## config.mk

```make
export PLATFORM = sky130hd
export DESIGN_NAME = cache_mem_arbiter
export DESIGN_NICKNAME = d
export VERILOG_FILES = /design/src/rtl/cache_mem_arbiter_pkg.sv /design/src/rtl/arb_watchdog.sv /design/src/rtl/cache_mem_arbiter.sv
export SDC_FILE = /design/constraint.sdc
export NUM_CORES = 1
export LEC_CHECK = 0
export CAP_MARGIN = 10
export CORE_AREA = 2 2 104 106
export CTS_BUF_LIST = sky130_fd_sc_hd__clkbuf_4
export DETAILED_ROUTE_END_ITERATION = 16
export DIE_AREA = 0 0 106 108
export DONT_BUFFER_PORTS = 1
export PLACE_DENSITY_LB_ADDON = 0.3
export SYNTH_ARGS = -nofsm -noshare
export SYNTH_HDL_FRONTEND = slang
export SYNTH_SLANG_ARGS = --single-unit
```

## constraint.sdc

```tcl
create_clock -name CLK -period 3.95 [get_ports CLK]
set_input_delay 0.5925 -clock CLK [delete_from_list [all_inputs] [get_ports CLK]]
set_output_delay 0.5925 -clock CLK [all_outputs]
set_load 0.01 [all_outputs]
```

## src/rtl/cache_mem_arbiter_pkg.sv

```systemverilog
// Shared types for the cache-to-RAM arbiter: RAM handshake states, the word
// type and the arbitration owner encoding.
package cache_mem_arbiter_pkg;

    typedef logic [31:0] word_t;

    typedef enum logic [1:0] {
        FREE   = 2'd0,
        BUSY   = 2'd1,
        ACCESS = 2'd2,
        ERROR  = 2'd3
    } ramstate_t;

    typedef enum logic [1:0] {
        ARB_NONE = 2'd0,
        ARB_D    = 2'd1,
        ARB_I    = 2'd2
    } arb_owner_t;

    localparam int STARVE_LIMIT_DEFAULT = 8;
    localparam int TIMEOUT_DEFAULT      = 64;

    // True when RAM reports that the driven access completes this cycle.
    function automatic logic isAccess(input ramstate_t state);
        return state == ACCESS;
    endfunction

endpackage

```

## src/rtl/arb_watchdog.sv

```systemverilog
// Counts cycles a RAM request is held without completing and raises a sticky
// error once the wait gets too long or RAM itself reports an error.
module arb_watchdog
    import cache_mem_arbiter_pkg::*;
#(
    parameter int TIMEOUT = TIMEOUT_DEFAULT
) (
    input  logic clk_i,
    input  logic rst_ni,
    input  logic active_i,
    input  logic done_i,
    input  logic ramerr_i,
    output logic err_o
);

    localparam int CW = (TIMEOUT > 2) ? $clog2(TIMEOUT) : 1;
    localparam logic [CW-1:0] CNT_MAX = CW'(TIMEOUT - 1);

    logic [CW-1:0] count_q, count_d;
    logic          err_q, err_d;

    // Next wait count (saturating) and sticky error; any idle or completing cycle restarts the count.
    always_comb begin
        count_d = '0;
        if (active_i && !done_i) begin
            count_d = (count_q == CNT_MAX) ? count_q : count_q + 1'b1;
        end
        err_d = err_q | (count_d == CNT_MAX) | (active_i & ramerr_i);
    end

    // Counter and error flag registers, cleared only by reset.
    always_ff @(posedge clk_i or negedge rst_ni) begin
        if (!rst_ni) begin
            count_q <= '0;
            err_q   <= 1'b0;
        end else begin
            count_q <= count_d;
            err_q   <= err_d;
        end
    end

    assign err_o = err_q;

endmodule

```

## src/rtl/cache_mem_arbiter.sv

```systemverilog
// Memory-side responder for the icache/dcache pair: picks one cache request
// per transaction, drives the single RAM port and returns wait/data.
// Dcache has priority unless icache has been starved for STARVE_LIMIT grants.
module cache_mem_arbiter
    import cache_mem_arbiter_pkg::*;
#(
    parameter int STARVE_LIMIT = STARVE_LIMIT_DEFAULT,
    parameter int TIMEOUT      = TIMEOUT_DEFAULT
) (
    input  logic        CLK,
    input  logic        nRST,
    input  logic        iREN,
    input  logic [31:0] iaddr,
    input  logic        dREN,
    input  logic        dWEN,
    input  logic [31:0] daddr,
    input  logic [31:0] dstore,
    output logic        iwait,
    output logic        dwait,
    output logic [31:0] iload,
    output logic [31:0] dload,
    output logic        ramREN,
    output logic        ramWEN,
    output logic [31:0] ramaddr,
    output logic [31:0] ramstore,
    input  logic [31:0] ramload,
    input  logic [1:0]  ramstate,
    output logic        err
);

    localparam int SW = $clog2(STARVE_LIMIT + 1);
    localparam logic [SW-1:0] STARVE_MAX = SW'(STARVE_LIMIT);

    arb_owner_t owner_q, owner_d;
    logic [SW-1:0] starve_q, starve_d;
    logic dReq, starveOverride, grantD, grantI, ramAccess;

    assign dReq      = dREN | dWEN;
    assign ramAccess = isAccess(ramstate_t'(ramstate));

    // Effective owner this cycle: a held owner keeps the port while it requests; otherwise dcache wins unless icache is starved.
    always_comb begin
        starveOverride = (starve_q == STARVE_MAX) && iREN;
        grantD = 1'b0;
        grantI = 1'b0;
        if (nRST) begin
            case (owner_q)
                ARB_D:   grantD = dReq;
                ARB_I:   grantI = iREN;
                default: begin
                    grantD = dReq && !starveOverride;
                    grantI = !grantD && iREN;
                end
            endcase
        end
    end

    // Next owner: a completion or a dropped request returns to ARB_NONE, otherwise the granted cache is held.
    always_comb begin
        owner_d = ARB_NONE;
        if (!ramAccess) begin
            if (grantD) begin
                owner_d = ARB_D;
            end else if (grantI) begin
                owner_d = ARB_I;
            end
        end
    end

    // Starvation count of dcache completions that happened while icache was waiting.
    always_comb begin
        starve_d = starve_q;
        if (!iREN || (grantI && ramAccess)) begin
            starve_d = '0;
        end else if (grantD && ramAccess && (starve_q != STARVE_MAX)) begin
            starve_d = starve_q + 1'b1;
        end
    end

    // Owner and starvation registers.
    always_ff @(posedge CLK or negedge nRST) begin
        if (!nRST) begin
            owner_q  <= ARB_NONE;
            starve_q <= '0;
        end else begin
            owner_q  <= owner_d;
            starve_q <= starve_d;
        end
    end

    assign ramREN   = grantD ? (dREN & ~dWEN) : grantI;
    assign ramWEN   = grantD & dWEN;
    assign ramaddr  = grantI ? iaddr : daddr;
    assign ramstore = dstore;
    assign iload    = ramload;
    assign dload    = ramload;
    assign iwait    = ~(grantI & ramAccess);
    assign dwait    = ~(grantD & ramAccess);

    arb_watchdog #(
        .TIMEOUT (TIMEOUT)
    ) uWatchdog (
        .clk_i    (CLK),
        .rst_ni   (nRST),
        .active_i (grantD | grantI),
        .done_i   (ramAccess),
        .ramerr_i (ramstate_t'(ramstate) == ERROR),
        .err_o    (err)
    );

endmodule

```

==> Word-level counts from Yosys, hierarchy flattened <==
Cells that the tools add are included.
{ "op_classes": {"n_eq_ne": 8, "add_sub_neg": 2, "n_reduce_logical": 13, "n_mux": 13, "bitwise": 12} }
{ "op_table": {"columns": ["cell", "n"], "rows": [
  ["$mux 32", 1],
  ["$eq 6x6->1 const B", 2],
  ["$mux 6", 2],
  ["$mux 4", 2],
  ["$logic_and 1x1->1", 7],
  ["$add 6x1->6 const B", 1],
  ["$eq 2x2->1 const B", 3],
  ["$mux 2", 3],
  ["$and 1x1->1", 5],
  ["$add 4x1->4 const B", 1],
  ["$eq 4x4->1 const B", 1],
  ["$logic_not 1->1", 4],
  ["$ne 4x4->1 const B", 1],
  ["$or 1x1->1", 4],
  ["$pmux 1 s2", 2],
  ["$mux 1", 3],
  ["$not 1->1", 3],
  ["$eq 2x1->1 const B", 1],
  ["$reduce_bool 2->1", 1],
  ["$logic_or 1x1->1", 1]
]} }
{ "word_totals": {"out_inout_bits": 133, "in_bits": 135, "register_bits": 13} }

==> Longest topological paths before layout <==
{ "logic_depth": {"depth_word": 14, "mapped_depth": 8} }

==> Modules after synthesis <==
From an unflattened synthesis, not the netlist that was laid out.
{ "unflattened": {"cells_unflattened": 219, "hier_area_um2": 1926.8} }
{ "by_module_without_submodules": {"columns": ["mod", "cells_each", "area_each_um2", "n_inst"], "rows": [
  ["cache_mem_arbiter", 179, 1545.2, 1],
  ["arb_watchdog", 40, 381.6, 1]
]} }

==> Worst setup path after synthesis <==
Ideal clock, no wire load.
{ "synth_path": {"kind": "register -> output", "startpoint": "reg owner_q[0]", "endpoint": "out ramaddr[16]", "stages_incl_launch_ff": 8, "path_buffers": 2, "t_required_ps": 3357, "t_arrival_ps": 1606, "setup_slack_ps": 1752, "path_cell_list": "dfrtp_1 -> inv_1 -> ha_1 -> o211a_1 -> o21a_1 -> buf_6 -> buf_6 -> mux2_2"} }
{ "synth_via": {"elab_chain_len": 4} }
{ "synth_lines": {"columns": ["element", "line_no", "rtl"], "rows": [
  ["start: declaration", "cache_mem_arbiter.sv:34", "arb_owner_t owner_q, owner_d;"],
  ["start signal: assignment", "cache_mem_arbiter.sv:86", "owner_q <= owner_d;"],
  ["$eq 2x2->1 / $eq 2x1->1 (equally long branches)", "cache_mem_arbiter.sv:47", "case (owner_q)"],
  ["$pmux 1 s2 (*)", "cache_mem_arbiter.sv:47", null],
  ["$mux 1 (*)", "cache_mem_arbiter.sv:46", "if (nRST) begin"],
  ["$mux 32 (*)", "cache_mem_arbiter.sv:93", "assign ramaddr = grantI ? iaddr : daddr;"],
  ["end: declaration", "cache_mem_arbiter.sv:24", "output logic [31:0] ramaddr,"]
]} }
Every way passes the cells marked *; elsewhere a longest branch is shown, timed or not.

==> Worst setup path after layout <==
{ "layout_path": {"startpoint": "reg owner_q[0]", "endpoint": "out ramaddr[21]"} }
The elaborated chain is that of the path after synthesis.

==> run metrics <==
Max FO, Critical Path 34; Synth area leader buf_4; Worst EP arrival ~2300 ps; Final Hold Fails 0; Post-synth ARST share between 90% and 100%; kind of end point of the critical path output pin; final instance area between 0.001 and 0.0015 mm²; Ys Warns 0; Post-Place Setup Slack around 1400 ps; power per cell area 246 mW/mm²; NetSw around 0.11 mW; Final Setup Violations 0; DR vias around 1000; Post-CTS Setup Inserts 0; fin. max-slew vios 0; clk_lat worst skew 280 ps; Final Util a little over an eighth; pin count of the biggest net entering global routing 35; number of global-route vias before repair 1025; Worst-Margin Slew ~640 ps; commonest cells in the netlist 96 x buf_4, 32 x mux2_2, 13 x dfrtp_1, 12 x nor2_1, 8 x nand2_1; Clock Path Buffers 2; DR vias/cell just under 4; CTS tree yes; Final GP Congestion approximately 0.74; antenna cells 0; Std-Cell Rows 37; die area around 0.011 mm²; Synth Flop Type dfrtp_1; number of max-cap violations 0; die height approximately 110 µm; Fin Setup TNS 0 ps; most frequent cell after synthesis buf_4; Clk network pwr share around 28%; top post-synthesis cells by area buf_4 38%, mux2_2 19%, dfrtp_1 17%, ha_1 3.3%, nor2_1 2.4%; post-synth top area share 37.7%; synth unique cells 33; first-pass GRT wire length between 5000 and 6000 µm; RSZ-0062 raised after global routing no; Logic pwr share between 20% and 30%; Max Fclk roughly 350 MHz; status finished clean; nets 268; Pre-antenna DRT Iters 3; WL final 4300 µm; Routed WL per cell between 15 and 20 µm; required time worst endpoint approximately 3400 ps; post-synthesis cell count about 220; Area Growth Syn to Fin -28.4%; slowest CP cell mux2_2; I/O pins around 270; share of layout cells above drive strength 1 a little under a third; total grt overflow 0; clk slew on worst S/H paths ~80 ps; Port Buffers 0; dpl cell area ~0.0013 mm²; Total Routing Usage GR under 10%; final setup margin roughly 1100 ps; H-tree levels 1; Crit Path Category reg2out; Starting Density 18.7%; startpoint types flop; Largest stage delay, worst path 430 ps; DRC viols 0; DP Wirelength ~3700 µm; number of synthesized register bits 13; CTS Sinks 13; slew margin rel. a little under three fifths; Hold Crit Class in2reg; final worst-path cycle share just over 70%; core area 0.0102 mm²; Sw Share 32.4%; die width between 100 and 150 µm; Post-Syn Area between 0.0015 and 0.002 mm²; syn avg cell area slightly below 9 µm²; initial antenna violation count 0; DRT iter0 DRCs 15; total CTS buffers 3; Sequential Power Share a little over two fifths; Root Driver clkbuf_4; maximum VDD drop 52.0 µV; Mapped Nets ~360; fin crit period 2840 ps; cells along the critical path inv_1 -> ha_1 -> o211a_1 -> o21a_1 -> buf_4 -> mux2_2; EDFF count, synth 0; Clock Skew 2.99 ps; internal power between 0.2 and 0.25 mW; ANT nets after route 0; Seq/Total Area, Yosys about 17%; leak pwr 0.478 nW; total power approximately 0.34 mW
[final timing paths]
check	startpoint	end	slack (ps)	cells past startpoint
setup / recovery	owner_q[0]	ramaddr[21]	1110	6
hold / removal	iREN	starve_q[3]	440	2
setup reg to reg	owner_q[0]	uWatchdog.count_q[4]	2040	6
hold reg to reg	starve_q[3]	starve_q[3]	560	2
max in group asynchronous	nRST	owner_q[1]	2770	1
min in group asynchronous	nRST	uWatchdog.count_q[1]	770	1
[power by group through the flow]
stage          Clock, mW  Sequential (mW)  Combinational (mW)
6_report          0.0932            0.145              0.0976
5_1_grt            0.103            0.146               0.107
2_1_floorplan          0            0.146               0.185
4_1_cts           0.0967            0.146              0.0993
3_5_place_dp           0            0.148              0.0952
3_3_place_gp           0            0.148              0.0955
[registers in the layout, summed over array words and instances (netlist names)]
register,flops
owner_q,2
uWatchdog.err_o,1
starve_q,4
uWatchdog.count_q,6
[layer usage]
metal  global-route usage (%)  part of all wire [%]  routed length, µm  vias up
li1                         -                     -                  -      453
met3                     2.35                    11                453       29
met5                        0                     0                  0        -
met1                     7.07                    36               1570      475
met2                     10.6                    48               2070       89
met4                     5.55                   4.7                204        0
[metrics by stage]
stage               cells  hold slack (ps)
finish                263              444
global route          263              419
CTS                   263              431
detailed placement    258              297
global placement      258              297
floorplan             221              297
[final cells by class]
cell class	instances	area, µm²
inverters	5	18.8
fillers	1152	8860
multi-input cells	103	807
clock buffers	4	30.0
flip-flops and latches	13	325
repair buffers	2	17.5
well taps	136	170
[critical path, delay by kind of cell (launching register included)]
| kind | cells | cell delay, ps |
|---|---|---|
| compound gates | 2 | 360 |
| flops | 1 | 350 |
| fa+ha+maj | 1 | 360 |
| buf+inv | 2 | 450 |
| mux | 1 | 430 |
[cells in the final DEF, fill, tap and decap left out, types with 3 or more instances in the layout]
| cell type | n |
|---|---|
| clkbuf_4 | 4 |
| ha_1 | 5 |
| dfrtp_1 | 13 |
| nand2b_1 | 3 |
| o21ai_0 | 7 |
| nand2_1 | 8 |
| inv_1 | 5 |
| nor2_1 | 12 |
| nand3_1 | 5 |
| nor3_1 | 3 |
| a21oi_1 | 5 |
| mux2_2 | 32 |
[kinds of logic after synthesis]
kind of cell | after synthesis | share of synthesized area, %
AND/OR/NAND/NOR | 39 | 10.3
flip-flops | 13 | 17.0
AO/OA/AOI/OAI | 22 | 7.40
adder cells (fa/ha/maj) | 5 | 3.27
XOR/XNOR | 3 | 1.38
multiplexers | 34 | 19.9
buffers and inverters | 105 | 40.7
[timing repair]
item	4_1_cts	5_1_grt
hold buffers	1	0
hold endpoints to repair	13	0
resized for setup	0	0
Power figures use the tool's default switching activity.
